`src/rtl/c7bifu_fetch_buf.sv`:
```
// Instruction fetch queue: aligns fetch beats to the expected address and presents one instruction per cycle.
// Latency: first word of an accepted beat reaches inst one cycle later (same cycle with C7BIFU_FETCH_BUF_BYPASS_EN).
// Backpressure: iq_full stalls beats (ignored, not dropped); inst_rdy low holds the head entry.
module c7bifu_fetch_buf #(
  parameter int DEPTH       = 8,
  parameter int FETCH_WORDS = 2
) (
  input  logic                      clk,
  input  logic                      reset,
  input  logic [31:0]               data_addr,
  input  logic [32*FETCH_WORDS-1:0] data,
  input  logic                      data_vld,
  input  logic                      flush,
  input  logic [31:0]               start_addr,
  input  logic                      inst_rdy,
  output logic                      iq_full,
  output logic [$clog2(DEPTH):0]    iq_count,
  output logic                      inst_vld,
  output logic [31:0]               inst_addr,
  output logic [31:0]               inst,
  output logic                      stale_drop
);

  localparam int PW = $clog2(DEPTH);
  localparam int CW = PW + 1;
  localparam int SW = $clog2(FETCH_WORDS);
  localparam int OW = $clog2(FETCH_WORDS * 4);

  typedef struct packed {
    logic [31:0] addr;
    logic [31:0] inst;
  } ent_t;

  // Entry storage carries no reset; validity is tracked by the pointers and count.
  ent_t mem_q [DEPTH];

  logic [PW-1:0] wr_ptr_q, wr_ptr_d;
  logic [PW-1:0] rd_ptr_q, rd_ptr_d;
  logic [CW-1:0] count_q, count_d;
  logic [31:0]   exp_addr_q, exp_addr_d;
  logic [SW-1:0] skip_q, skip_d;
  logic          stale_q, stale_d;

  logic          beat_ok;
  logic          accept;
  logic          q_vld;
  logic          pop_q;
  logic          byp_pop;
  logic [SW:0]   first_k;
  logic [SW:0]   wcnt;
  ent_t          head;
  ent_t          out_ent;

  logic          wen  [FETCH_WORDS];
  logic [PW-1:0] widx [FETCH_WORDS];
  ent_t          wdat [FETCH_WORDS];

  // Redirect targets are word aligned, so the byte offset bits carry no information.
  logic unused_start_lsb;
  assign unused_start_lsb = ^start_addr[1:0];

  assign head     = mem_q[rd_ptr_q];
  assign iq_count = count_q;
  assign iq_full  = (CW'(DEPTH) - count_q) < CW'(FETCH_WORDS);

  // A beat is only examined when there is room for a whole beat and no redirect is in progress.
  assign beat_ok = data_vld && !flush && !reset && !iq_full;
  assign accept  = beat_ok && (data_addr == exp_addr_q);
  assign stale_d = beat_ok && (data_addr != exp_addr_q);

  assign q_vld = (count_q != '0) && !flush;
  assign pop_q = q_vld && inst_rdy;

`ifdef C7BIFU_FETCH_BUF_BYPASS_EN
  logic byp;
  ent_t byp_ent;

  assign byp          = accept && (count_q == '0);
  assign byp_pop      = byp && inst_rdy;
  assign byp_ent.inst = data[{skip_q, 5'b00000} +: 32];
  assign byp_ent.addr = data_addr + {{(30-SW){1'b0}}, skip_q, 2'b00};
  assign inst_vld     = q_vld || byp;

  // Head of queue wins; an empty queue forwards the first live word of the accepted beat.
  always_comb begin
    out_ent = '0;
    if (q_vld) begin
      out_ent = head;
    end else if (byp) begin
      out_ent = byp_ent;
    end
  end
`else
  assign byp_pop  = 1'b0;
  assign inst_vld = q_vld;

  // Output is purely registered state: head entry when valid, zero otherwise.
  always_comb begin
    out_ent = '0;
    if (q_vld) begin
      out_ent = head;
    end
  end
`endif

  assign inst_addr  = out_ent.addr;
  assign inst       = out_ent.inst;
  assign stale_drop = stale_q;

  // Map beat words skip..FETCH_WORDS-1 onto consecutive entries, skipping a word consumed by bypass.
  always_comb begin
    first_k = {1'b0, skip_q} + {{SW{1'b0}}, byp_pop};
    wcnt    = accept ? ((SW+1)'(FETCH_WORDS) - first_k) : '0;
    for (int k = 0; k < FETCH_WORDS; k++) begin
      wen[k]       = accept && ((SW+1)'(k) >= first_k);
      widx[k]      = wr_ptr_q + PW'((SW+1)'(k) - first_k);
      wdat[k].inst = data[32*k +: 32];
      wdat[k].addr = data_addr + 32'(4 * k);
    end
  end

  // Next-state for pointers, occupancy and the expected-address tracker; redirect overrides all.
  always_comb begin
    wr_ptr_d   = wr_ptr_q;
    rd_ptr_d   = rd_ptr_q;
    count_d    = count_q;
    exp_addr_d = exp_addr_q;
    skip_d     = skip_q;
    if (flush) begin
      wr_ptr_d   = '0;
      rd_ptr_d   = '0;
      count_d    = '0;
      exp_addr_d = {start_addr[31:OW], {OW{1'b0}}};
      skip_d     = start_addr[OW-1:2];
    end else begin
      if (accept) begin
        wr_ptr_d   = wr_ptr_q + PW'(wcnt);
        exp_addr_d = exp_addr_q + 32'(FETCH_WORDS * 4);
        skip_d     = '0;
      end
      if (pop_q) begin
        rd_ptr_d = rd_ptr_q + PW'(1);
      end
      count_d = count_q + CW'(wcnt) - CW'(pop_q);
    end
  end

  // Control state register with asynchronous reset.
  always_ff @(posedge clk or posedge reset) begin
    if (reset) begin
      wr_ptr_q   <= '0;
      rd_ptr_q   <= '0;
      count_q    <= '0;
      exp_addr_q <= '0;
      skip_q     <= '0;
      stale_q    <= 1'b0;
    end else begin
      wr_ptr_q   <= wr_ptr_d;
      rd_ptr_q   <= rd_ptr_d;
      count_q    <= count_d;
      exp_addr_q <= exp_addr_d;
      skip_q     <= skip_d;
      stale_q    <= stale_d;
    end
  end

  // Entry array write; up to FETCH_WORDS entries per cycle, wrapping at the array end.
  always_ff @(posedge clk) begin
    for (int k = 0; k < FETCH_WORDS; k++) begin
      if (wen[k]) begin
        mem_q[widx[k]] <= wdat[k];
      end
    end
  end

endmodule

```
`config.mk`:
```
export PLATFORM = sky130hd
export DESIGN_NAME = c7bifu_fetch_buf
export DESIGN_NICKNAME = d
export VERILOG_FILES = /design/src/rtl/c7bifu_fetch_buf.sv
export SDC_FILE = /design/constraint.sdc
export NUM_CORES = 1
export LEC_CHECK = 0
export ABC_AREA = 0
export CORE_MARGIN = 5
export CORE_UTILIZATION = 45
export DETAILED_ROUTE_END_ITERATION = 8
export GPL_TIMING_DRIVEN = 0
export SYNTH_ARGS = -nofsm -noshare
export SYNTH_HDL_FRONTEND = slang
export SYNTH_SLANG_ARGS = --single-unit
```
`constraint.sdc`:
```
create_clock -name clk -period 9.9 [get_ports clk]
set_clock_uncertainty 0.15 [all_clocks]
set_input_delay 0.99 -clock clk [delete_from_list [all_inputs] [get_ports clk]]
set_output_delay 0.99 -clock clk [all_outputs]
set_load 0.05 [all_outputs]
```
==> results of run 1 <==
-- layout by cell type (no fill, tap or decap), types with 7 or more instances in the layout --
cell type,instances
sky130_fd_sc_hd__or4_1,8
sky130_fd_sc_hd__inv_1,21
sky130_fd_sc_hd__buf_2,25
sky130_fd_sc_hd__clkbuf_16,61
sky130_fd_sc_hd__edfxtp_1,512
sky130_fd_sc_hd__and3_1,9
sky130_fd_sc_hd__clkinv_2,10
sky130_fd_sc_hd__nand2_1,53
sky130_fd_sc_hd__clkbuf_1,199
sky130_fd_sc_hd__mux2i_1,65
sky130_fd_sc_hd__dfrtp_1,41
sky130_fd_sc_hd__nand3_1,66
sky130_fd_sc_hd__or2_2,11
sky130_fd_sc_hd__nor3_1,83
sky130_fd_sc_hd__clkdlybuf4s50_1,191
sky130_fd_sc_hd__buf_12,17
sky130_fd_sc_hd__xor2_1,78
sky130_fd_sc_hd__nand4_1,23
sky130_fd_sc_hd__ha_1,14
sky130_fd_sc_hd__nor4_1,10
sky130_fd_sc_hd__a31oi_1,10
sky130_fd_sc_hd__clkinv_1,16
sky130_fd_sc_hd__mux2_2,254
sky130_fd_sc_hd__mux2_1,10
sky130_fd_sc_hd__o311ai_0,15
sky130_fd_sc_hd__mux4_2,128
sky130_fd_sc_hd__xnor2_1,69
sky130_fd_sc_hd__nor2_1,104
sky130_fd_sc_hd__bufinv_16,7
sky130_fd_sc_hd__o31ai_1,8
sky130_fd_sc_hd__nor2b_1,15
sky130_fd_sc_hd__buf_1,22
sky130_fd_sc_hd__buf_4,11
-- layer usage --
metal | track usage, % | vias to the layer above | share of wire [%]
met5 | 0 | - | 0
met4 | 8.54 | 0 | 3.7
met3 | 3.88 | 155 | 7.1
met2 | 39.2 | 797 | 48
met1 | 33.0 | 9228 | 41
li1 | - | 7928 | -
-- cell type report --
class / instances / area [µm²] / area share (%)
Inverter: 23 / 86.3 / 0.255
Sequential cell: 553 / 16400 / 48.5
Tap cell: 846 / 1060 / 3.13
Clock inverter: 35 / 342 / 1.01
Timing Repair Buffer: 214 / 2420 / 7.15
Buffer: 251 / 1060 / 3.14
Antenna cell: 1 / 2.50 / 0.00740
Multi-Input combinational cell: 1121 / 10900 / 32.1
Clock buffer: 74 / 1580 / 4.66
-- logic make-up (layout without fill, tap and decap cells) --
kind of cell	after synthesis	in the layout	share of synthesized area, %
and+or+nand+nor	428	428	7.79
xor gates and xnor gates	147	147	4.54
AOI/OAI and AO/OA	72	72	1.98
DFF	553	553	57.9
muxes	457	457	23.0
buffers and inverters	274	597	4.05
other	0	1	0
adders and majority gates	17	17	0.830
-- critical path, cell delays in order --
cell and delay [ns]:
sky130_fd_sc_hd__clkdlybuf4s50_1 0.52, sky130_fd_sc_hd__clkinv_1 0.41, sky130_fd_sc_hd__nand2_1 0.23, sky130_fd_sc_hd__clkbuf_1 0.92, sky130_fd_sc_hd__clkbuf_1 0.71, sky130_fd_sc_hd__nor2_1 0.16, sky130_fd_sc_hd__clkdlybuf4s50_1 0.80
-- stage by stage --
stage | instance area [µm²] | std cells | utilization (%) | power (W) | hold slack, ns
2_1_floorplan | 28300 | 1948 | - | 0.00364 | 0.392
3_3_place_gp | 31300 | 2985 | 49.9 | 0.00414 | 0.415
3_5_place_dp | 31900 | 3008 | 50.8 | 0.00416 | 0.436
4_1_cts | 33800 | 3117 | 53.9 | 0.00638 | 0.440
5_1_grt | 33800 | 3117 | 53.9 | 0.00656 | 0.457
6_report | 33800 | 3118 | 53.9 | 0.00632 | 0.441
-- flip-flops by register name, indices dropped and copies added (netlist names) --
name and flops:
wr_ptr_q 3, skip_q 1, exp_addr_q 29, iq_count 4
rd_ptr_q 3, mem_q 512, stale_drop 1
-- path summary, 6_finish.rpt --
path | slack (ns) | cells after the start | to
worst max-delay path | 3.98 | 7 | inst_addr[16]
worst min-delay path | 0.44 | 1 | wr_ptr_q[2]
worst max register to register | 4.86 | 12 | mem_q[7][19]
worst min register to register | 0.44 | 1 | wr_ptr_q[2]
max in group asynchronous | 8.55 | 3 | wr_ptr_q[2]
min in group asynchronous | 0.56 | 2 | skip_q
-- power by group through the flow --
stage / Clock [W] / Combinational, W / Sequential, W
floorplan: 0 / 0.000990 / 0.00265
global placement: 0 / 0.00150 / 0.00264
detailed placement: 0 / 0.00152 / 0.00264
CTS: 0.00227 / 0.00152 / 0.00259
global route: 0.00237 / 0.00160 / 0.00260
finish: 0.00223 / 0.00150 / 0.00259
==> flow_summary_export.csv, run 1 <==
group,metric,value,unit
status,status,"finished, final reports clean",
yosys,synth_top_cells_by_count,"sky130_fd_sc_hd__edfxtp_1 (512), sky130_fd_sc_hd__mux2_2 (254), sky130_fd_sc_hd__clkbuf_1 (186)",
critical_path,critical_path_startpoint_category,"primary input",
pwr,power.density,187,nW/µm²
min_path,min_from,"wr_ptr_q[2]",
grt,wire_length_of_the_first_global_routing_pass,121000,µm
yosys,synth_area,28300,µm²
cts,cts_setup_buffers,0,
yosys,synth_largest_area_cell,"sky130_fd_sc_hd__edfxtp_1",
routing,num_vias,18100,
sta,worstMarginPinSlew,1.44,ns
floorplan,boundaryPins,204,
critical_path,startpoint,"flush",
pwr,pwr-share-comb,23.7,%
pwr,seq_pwr_share,41.0,%
sta,finalHoldViolCount,0,
cts,clk_latency_worst_skew_pair,0.63,ns
sta,final_max_slew_viol_count,0,
yosys,syn-num-nets,2098,
grt,grt_antenna_before_repair,2,
critical_path,critical_path_class,"in -> out",
yosys,synth_area_per_cell,14.6,µm²
pwr,p_leak,10.7,nW
routing,totalWireLength,82900,µm
pwr,power_frac_clock,35.3,%
cts,cts-resized-gates,0,
floorplan,overall_die_area,68100,µm²
grt,grt_remaining_overflow,0,
cells_and_area,final_layout_size_suffix_gt1_share,25.1,%
cts,clock-sinks,553,
yosys,synthesis.yosys.warnings,0,
routing,drc,0,
sta,fmax,169,MHz
floorplan,std_cell_rows,92,
yosys,synth_cells,1948,
floorplan,die_height,261,µm
grt,gr-usage-all-layers,24.0,%
yosys,yosys_register_bits,553,
yosys,leading_cell_types_by_total_area_after_synthesis,"sky130_fd_sc_hd__edfxtp_1 (54%), sky130_fd_sc_hd__mux4_2 (10%), sky130_fd_sc_hd__mux2_2 (10%), sky130_fd_sc_hd__dfrtp_1 (3.6%), sky130_fd_sc_hd__clkbuf_1 (2.5%)",
pwr,vdd_drop_max,0.125,mV
critical_path,critical_path_required,8.76,ns
floorplan,horizontal_extent_of_the_die,261,µm
cells_and_area,layout_nets,2375,
placement,pre_cts_slack,3.60,ns
sta,layout_setup_ws,3.98,ns
routing,drtAntennaViolNets,0,
critical_path,critPathMaxFanout,10,
critical_path,arrival,4.78,ns
pwr,internal_power,0.00448,W
sta,slew_headroom,3.97,%
yosys,synth_ff_type,"sky130_fd_sc_hd__edfxtp_1",
routing,drt_first_pass_iters,5,
cts,clk_root_buffer_cell,"sky130_fd_sc_hd__clkbuf_16",
sta,timing.final.setup_violations,0,
cts,numCtsBuffers,61,
grt,first_global_vias,18900,
cts,total_of_hold_buffers_inserted_after_clock_tree_synthesis,0,
floorplan,floorplan.initialDensity,45.2,%
yosys,postSynth.asyncResetShare,7.41,%
yosys,synth-edff-count,512,
yosys,synth-seq-area-share,57.9,%
min_path,min-delay-path-class,"reg -> reg",
placement,place.gp.congestion,0.875,
cts,clock_path_buffers,3,
sta,layout_min_cycle_time,5.92,ns
cts,cts_max_level,2,
sta,final.period_utilization,59.8,%
sta,fin_setup_tns,0,ns
yosys,yosys.cell_types.count,64,
pwr,netSwitchingFraction,29.1,%
yosys,synth.top_cell.area_share,54.2,%
routing,route.detailed.wl_per_inst,26.6,µm
cts,tritoncts,"built",
grt,grt_start_max_net_pins,45,
pwr,net-switching-power,0.00184,W
routing,drt-initial-drc-count,1711,
yosys,synth_most_common_cell,"sky130_fd_sc_hd__edfxtp_1",
cells_and_area,areaGrowthSynthToFinish,19.3,%
critical_path,r2r-start,"iq_count[0]",
floorplan,core_region_area,62700,µm²
critical_path,setup.worst_path.end_class,"output pin",
routing,drt-vias-per-instance,5.81,
run,drv_cap,0,
sta,rsz0062_at_grt,"false",
placement,place.port_buffers,191,
placement,detailed_place_hpwl,55600,µm
cells_and_area,fillers,5227,
cts,clkSlewWorstSetupHoldPaths,0.06,ns
Note: power is estimated with default switching activity, not from simulation.
==> run 2, diff against run 1 <==
PLACE_DENSITY = 0.66   (was default)
clock period = 5.3 ns   (was 9.9 ns; I/O delays follow)
==> flow_summary_export.csv, run 2 (synthesis gave the netlist of run 1 again) <==
group,metric,value,unit
sta,timing.final.setup_violations,0,
floorplan,overall_die_area,68100,µm²
cells_and_area,largest_register_ff_count,512,
pwr,p_total,0.0117,W
floorplan,die_height,261,µm
critical_path,r2r_cells,12,
critical_path,critical_path.reg2reg.endpoint,"mem_q[4][25]",
critical_path,critical_path_required,5.48,ns
sta,worstMarginPinSlew,1.48,ns
cells_and_area,areaGrowthSynthToFinish,19.5,%
floorplan,boundaryPins,204,
critical_path,regToRegSetupSlack,0.22,ns
placement,place.gp.congestion,0.890,
pwr,p_leak,10.7,nW
routing,dr_wl_met2,41100,µm
routing,drt-vias-per-instance,5.85,
grt,grt_remaining_overflow,0,
floorplan,std_cell_rows,92,
routing,drt_first_pass_iters,6,
critical_path,setup.worst_path.end_class,"register",
cells_and_area,layout_nets,2377,
critical_path,arrival,5.32,ns
sta,slew_headroom,1.15,%
grt,grt_start_max_net_pins,43,
pwr,power.density,347,nW/µm²
routing,top_layer_used,"met5",
cts,clkSlewWorstSetupHoldPaths,0.06,ns
cells_and_area,diodes,0,
cells_and_area,multiInputGateArea,10900,µm²
critical_path,critical_path_startpoint_category,"primary input",
sta,fmax,194,MHz
sta,final_max_slew_viol_count,0,
sta,layout_setup_ws,0.155,ns
cells_and_area,fillers,5150,
cells_and_area,instances_no_fill,3123,
sta,finalHoldViolCount,0,
cts,numCtsBuffers,60,
critical_path,r2r-start,"iq_count[0]",
status,violations,"max-capacitance violations",
cts,clock-sinks,553,
grt,gr-usage-all-layers,23.8,%
sta,rsz0062_at_grt,"true",
cts,clk_root_buffer_cell,"sky130_fd_sc_hd__clkbuf_16",
grt,first_global_vias,19000,
routing,totalWireLength,82300,µm
cts,clock_path_buffers,3,
placement,detailed_place_hpwl,55600,µm
routing,num_vias,18300,
pwr,vdd_drop_max,0.403,mV
cells_and_area,utilization,54.0,%
cts,clk_latency_worst_skew_pair,0.63,ns
routing,route.detailed.wl_per_inst,26.4,µm
run,drv_cap,1,
floorplan,horizontal_extent_of_the_die,261,µm
status,status,"complete, but fails checks",
routing,drc,0,
routing,drt-initial-drc-count,1986,
routing,detail_route_met3_wl,6000,µm
floorplan,core_region_area,62700,µm²
cells_and_area,final_common_cell,"sky130_fd_sc_hd__edfxtp_1",
cells_and_area,layout_common_cells,"sky130_fd_sc_hd__edfxtp_1 (512), sky130_fd_sc_hd__mux2_2 (254), sky130_fd_sc_hd__clkbuf_1 (200)",
cells_and_area,final_layout_size_suffix_gt1_share,25.4,%
critical_path,critical_path_class,"in -> reg",
cts,cts_max_level,2,
sta,layout_min_cycle_time,5.14,ns
routing,drtAntennaViolNets,0,
sta,final.period_utilization,97.1,%
placement,pre_cts_slack,-0.605,ns
floorplan,floorplan.initialDensity,45.2,%
cts,tritoncts,"built",
cells_and_area,seq_area,16400,µm²
placement,placedCellCount,3009,
grt,grt_antenna_before_repair,2,
grt,wire_length_of_the_first_global_routing_pass,121000,µm
critical_path,critPathMaxFanout,19,
min_path,min-delay-path-class,"in -> async",
routing,detail_route.wirelength.met1,33400,µm
placement,place.port_buffers,191,
[run 2: cell types whose count changed in the layout (fill, tap and decap cells not counted), moves of 3 or more]
cell / change
sky130_fd_sc_hd__buf_1: -3
sky130_fd_sc_hd__buf_12: -4
sky130_fd_sc_hd__buf_16: +5
sky130_fd_sc_hd__clkbuf_2: +4
sky130_fd_sc_hd__clkinvlp_4: +3
[run 2: repair_timing]
action	4_1_cts	5_1_grt
setup endpoints to repair	1	35
resized for setup	1	8
hold endpoints to repair	0	0
hold buffers	0	0
pin swaps	0	1
setup buffers	0	2
[run 2: metrics by stage]
stage | instance area (µm²) | setup TNS, ns | hold slack, ns
after floorplan | 28400 | -246.53 | 0.392
after global placement | 31300 | -2258.58 | 0.427
after detailed placement | 31900 | -75.48 | 0.435
after CTS | 33900 | 0 | 0.124
after global routing | 33900 | -0.0257 | 0.173
final | 33900 | 0 | 0.129
[run 2: worst max-delay path, cell delays in order]
cell and delay (ns):
sky130_fd_sc_hd__clkdlybuf4s50_1 0.53, sky130_fd_sc_hd__clkbuf_1 0.46, sky130_fd_sc_hd__xnor2_1 0.20, sky130_fd_sc_hd__nand4_1 0.23
sky130_fd_sc_hd__nor4_4 0.56, sky130_fd_sc_hd__and3_1 0.24, sky130_fd_sc_hd__clkbuf_1 0.30, sky130_fd_sc_hd__nand2_1 0.34
sky130_fd_sc_hd__clkbuf_1 0.54, sky130_fd_sc_hd__nor2_4 0.90, sky130_fd_sc_hd__buf_16 0.25, sky130_fd_sc_hd__buf_16 0.18
[run 2: worst max path at each step]
stage,from,endpoint,cells after the start
floorplan,iq_count[1],mem_q[4][0],10
global placement,data_addr[3],mem_q[6][11],10
detailed placement,data_addr[3],mem_q[3][27],13
CTS,rd_ptr_q[0],inst_addr[21],7
global route,rd_ptr_q[0],inst[8],7
finish,data_addr[3],mem_q[4][25],12
[run 2: final cells by class]
type                       count  area share (%)
clock buffer                  76            4.67
multi-input combinational   1121            32.1
buffer                       251            3.15
sequential                   553            48.4
inverter                      23           0.255
tap                          846            3.12
clock inverter                36           0.979
timing repair buffer         217            7.35
[run 2: report_power, final]
group | total, W | switching (W) | internal (W)
Combinational | 0.00279 | 0.00164 | 0.00114
Sequential | 0.00485 | 0.0000522 | 0.00480
Clock | 0.00411 | 0.00175 | 0.00236
Total | 0.0117 | 0.00344 | 0.00830
[run 2: routing by layer]
metal	vias to the layer above	GRT usage [%]
met2	812	41.1
met4	4	5.45
li1	7951	-
met1	9356	32.4
met3	143	3.56
met5	-	0
==> run 3, diff against run 2 <==
HOLD_SLACK_MARGIN = 0.06   (was default)
==> results of run 3 <==
The final DEF is identical to that of run 2; final timing and power are the same.
==> edit 1 (flow settings as in run 2) <==
Add a define of `C7BIFU_FETCH_BUF_BYPASS_EN`.
--- a/src/rtl/c7bifu_fetch_buf.sv
+++ b/src/rtl/c7bifu_fetch_buf.sv
@@ -2,4 +2,6 @@
 // Latency: first word of an accepted beat reaches inst one cycle later (same cycle with C7BIFU_FETCH_BUF_BYPASS_EN).
 // Backpressure: iq_full stalls beats (ignored, not dropped); inst_rdy low holds the head entry.
+`define C7BIFU_FETCH_BUF_BYPASS_EN
+
 module c7bifu_fetch_buf #(
   parameter int DEPTH       = 8,
Check against the original RTL: not equivalent (Yosys sat finds a counterexample within 4 cycles, from zero or initial values and one cycle with reset high).
==> edit 1 against run 2 <==
Critical path type is now reg2out; synthesized area rose by 4.9%; routed wire length rose by 12%; register-to-register slack lost 0.16 ns; sequential cell count stayed put; power rose by 4.2%; highest routed layer is now met4; worst setup slack lost 0.11 ns; core utilization shrank 0.10 points; design area is 4.4% higher.
==> edit 1: results (changes against run 2) <==
Drt
  • DRT Pass-1 Iters: 5 (-1)
  • Met2 wire length: 43,940 µm (+6.9%)
  • WL met1: 36,520 µm (+9.3%)
  • Detailed router's first-iteration violation count: 2,394 (+21%)
  • DR WL/cell: 26.28 µm (-0.34%)
  • Vias after detailed routing: 20,833 (+14%)
  • Wire length on met3: 8878 µm (+48%)
  • Uppermost layer routed: met4

Critical path
  • Largest fanout on the critical path: 10 (-9)
  • R2R depth: 20 (+8)
  • CP arrival: 4.57 ns (-0.75 ns)
  • CP endpoint: inst[23]
  • Reg2Reg Launch Point: exp_addr_q[4]$_DFFE_PP0N_
  • Reg2reg setup slack: 0.06 ns (-0.16 ns)
  • Slowest CP cell: clkdlybuf4s50_1
  • R2r endpoint: mem_q[0][26]$_DFFE_PP_
  • Largest stage delay, worst path: 0.89 ns
  • Startpoint Class: register

Cells and area
  • #MultiIn Comb: 1,426 (+27%)
  • Share of cells above drive strength 1: 20.47% (-4.9 points)
  • Non-clock inverter count: 26 (+13%)
  • Layout filler cell count: 5,427 (+5.4%)
  • Clock network share of area: 5.581% (-0.069 points)
  • Nets: 2,765 (+16%)
  • Area of the multi-input gates: 0.01199 mm² (+10%)
  • Non-clock buffer count: 545 (+16%)
  • Antenna cell count: 3 (+3)
  • Storage cell area: 0.01640 mm² (about the same)
  • Final-layout clock buffer total: 71 (-6.6%)
  • Non-clock buffer share: 10.81% (+0.31 points)

Logic synthesis
  • Adder-cell share of the synthesized area: 1.001% (+0.17 points)
  • Top post-synthesis cells by area: edfxtp_1 52%, mux4_2 9.7%, nand2_1 5.6%
  • Syn Area/Cell: 12.62 µm² (-13%)
  • XOR/XNOR share of the synthesized area: 5.280% (+0.74 points)
  • Register area share after synthesis: 55.15% (-2.7 points)
  • Commonest cells in the netlist: 512 x edfxtp_1, 442 x nand2_1, 230 x clkbuf_1, 147 x xnor2_1, 134 x mux2_2
  • Synth Area in Compound Gates: 2.924% (+0.94 points)
  • Mux cell area share after synthesis: 19.25% (-3.7 points)
  • Syn nets: 2,511 (+20%)
  • Number of enable flip-flop cells after synthesis: 512 (unchanged)

Global route
  • Largest net degree at the start of global routing: 24 (-44%)
  • First-pass GRT wire length: 136,100 µm (+12%)
  • Met3 GRT Util: 4.887% (+1.3 points)
  • GRT met2 Usage: 41.31% (+0.22 points)
  • GRT Util Overall: 25.45% (+1.6 points)
  • Met1 usage: 34.80% (+2.4 points)

Placed design
  • Dpl hpwl: 63,390 µm (+14%)
  • IO Port Bufs: 131 (-31%)
  • Placer Congestion: 0.9114 (+2.4%)
  • Area after DPL: 0.03285 mm² (+2.8%)

CTS
  • CTS resizes: 34 (+33)
  • CTS Buf Count: 58 (-3.3%)
  • Number of H-tree levels: 2 (unchanged)

Pwr
  • VDD IR-drop max: 286.6 µV (-29%)
  • LEAKAGE: 0.01179 µW (+9.9%)
  • Pwr Density: 346.1 mW/mm² (-0.18%)

Status
  • Outcome: completed

STA
  • Worst Tran Pin Value: 1.312 ns (-0.1671 ns)
edit 1: stage by stage:
| stage | std cells | setup TNS (ns) | hold WS, ns | setup slack [ns] | power, µW |
|---|---|---|---|---|---|
| after floorplan | 2356 | -34.18 | 0.3870 | -0.2671 | 7048 |
| after global placement | 3351 | -1706.52 | 0.4218 | -3.330 | 7982 |
| after detailed placement | 3376 | -1043.43 | 0.4356 | -1.947 | 8012 |
| after CTS | 3514 | -0.4687 | 0.1154 | -0.2367 | 12280 |
| after global routing | 3522 | -1.849 | 0.1684 | -0.05322 | 12650 |
| final | 3524 | 0 | 0.1246 | 0.04639 | 12240 |
edit 1: report_power, final:
| part | switching (µW) | internal, µW |
|---|---|---|
| clock | 1750 | 2570 |
| combinational | 1840 | 1230 |
| sequential | 53.8 | 4800 |
==> edit 2 (config.mk and constraints of run 2) <==
Made on the original files. Make the reset (`reset`) synchronous in one clocked block. Comments in the files are not updated.
--- a/src/rtl/c7bifu_fetch_buf.sv
+++ b/src/rtl/c7bifu_fetch_buf.sv
@@ -147,5 +147,5 @@
 
   // Control state register with asynchronous reset.
-  always_ff @(posedge clk or posedge reset) begin
+  always_ff @(posedge clk) begin
     if (reset) begin
       wr_ptr_q   <= '0;
Formal check against the unedited RTL: differs if reset is asserted again (counterexample within 4 cycles, from zero or initial values and one cycle with reset high); with reset held inactive, the same outputs for 4 cycles.
==> edit 2 against run 2 <==
Hold slack gained 0.0027 ns; global-route usage is 0.17 points higher; register-to-register slack improved by 0.25 ns; sequential cell count is 3 higher; synthesized area down 1.0%; routed wire length shrank 0.73%; worst setup slack better by 0.073 ns; critical endpoint is now inst_addr[6]; critical path type is now reg2out; largest cell class unchanged; first-iteration DRC count fell by 14%; non-clock buffer count grew 7; design area shrank 1.7%.
Power is not compared: it rests on default switching activity, and its combinational part moved more than twofold at a synthesized area within 25%.
==> edit 2: results (changes against run 2) <==
Status
  • Outcome: completed

Global route
  • GRT met2 Usage: 40.08% (-1.0 points)
  • Vias in the first global route: 19,180 (+1.2%)
  • First-pass GRT wire length: 122,000 µm (+0.59%)
  • Met3 GRT Util: 3.961% (+0.40 points)
  • Initial antenna violation count: 0 (-2)
  • GRT Util Overall: 24.01% (+0.17 points)
  • Largest net degree at the start of global routing: 25 (-42%)
  • Met1 usage: 32.80% (+0.44 points)

Logic synthesis
  • Top post-synthesis cells by area: edfxtp_1 55%, mux4_2 10%, nand2_1 6.8%
  • Synth top area share: 54.80% (+0.56 points)
  • Syn nets: 2,377 (+13%)
  • Fraction of registers with async set/reset: 0% (-7.4 points)
  • Register area share after synthesis: 57.94% (+0.079 points)

STA
  • F_max: 0.1972 GHz (+1.4%)
  • Worst Tran Pin Value: 1.358 ns (-0.1213 ns)

Drt
  • Uppermost layer routed: met4
  • Met2 wire length: 40,050 µm (-2.6%)
  • WL met1: 33,190 µm (-0.67%)
  • Detailed router's first-iteration violation count: 1,707 (-14%)
  • DR WL/cell: 24.21 µm (-8.2%)
  • Vias per cell: 5.576 (-4.7%)

Critical path
  • Slowest CP cell: buf_1
  • Reg2Reg Launch Point: exp_addr_q[5]$_SDFFE_PP0P_
  • R2r endpoint: iq_count[3]$_SDFF_PP0_
  • CP arrival: 4.39 ns (-0.93 ns)
  • Reg2reg setup slack: 0.47 ns (+0.25 ns)
  • R2R depth: 14 (+2)
  • CP endpoint: inst_addr[6]

Cells and area
  • Area of the multi-input gates: 0.01071 mm² (-1.4%)
  • Multi-input combinational area share: 32.14% (+0.074 points)
  • Clock network share of area: 5.280% (-0.37 points)
  • Non-clock buffer count: 475 (+1.5%)
  • Fin cells: 3,376 (+8.1%)
  • Nets: 2,642 (+11%)

CTS
  • Worst-Skew Late Latency: 0.61 ns (-0.02 ns)

Placed design
  • Area after DPL: 0.03156 mm² (-1.2%)
  • Placer Congestion: 0.8674 (-2.5%)
  • # placed instances: 3,271 (+8.7%)
  • IO Port Bufs: 183 (-4.2%)
  • Worst slack, placed: -0.2718 ns (+0.3328 ns)
  • Dpl hpwl: 54,910 µm (-1.2%)

Die
  • Core area: 0.06171 mm² (-1.6%)
[edit 2: changes by cell type after synthesis, sizes merged, moves of 11 or more]
cell    before  now
dfxtp        0   44
nor3        84   17
nand4       25   14
o311ai      15    3
nor2b       15    3
nand3       68   35
xor2        78   94
dfrtp       41    0
nor2       116  151
nand2       55  510
mux2       264  133
[edit 2: cell families (layout without fill, tap and decap cells)]
kind of cell	after synthesis	count (layout)	synth area share [%]
other	0	1	0
AO/OA/AOI/OAI	72	72	1.828
XOR/XNOR	158	158	4.932
buffers and inverters	289	600	4.156
AND/OR/NAND/NOR	806	806	12.27
multiplexers	329	329	18.04
adder cells (fa/ha/maj)	17	17	0.8384
flip-flops	556	556	57.94
[edit 2: critical path: cells and delay by family (launching register included)]
| kind | cells | cell delay [ns] |
|---|---|---|
| mux | 2 | 0.88 |
| simple gates | 1 | 0.13 |
| buf+inv | 3 | 2.42 |
| flops | 1 | 0.33 |
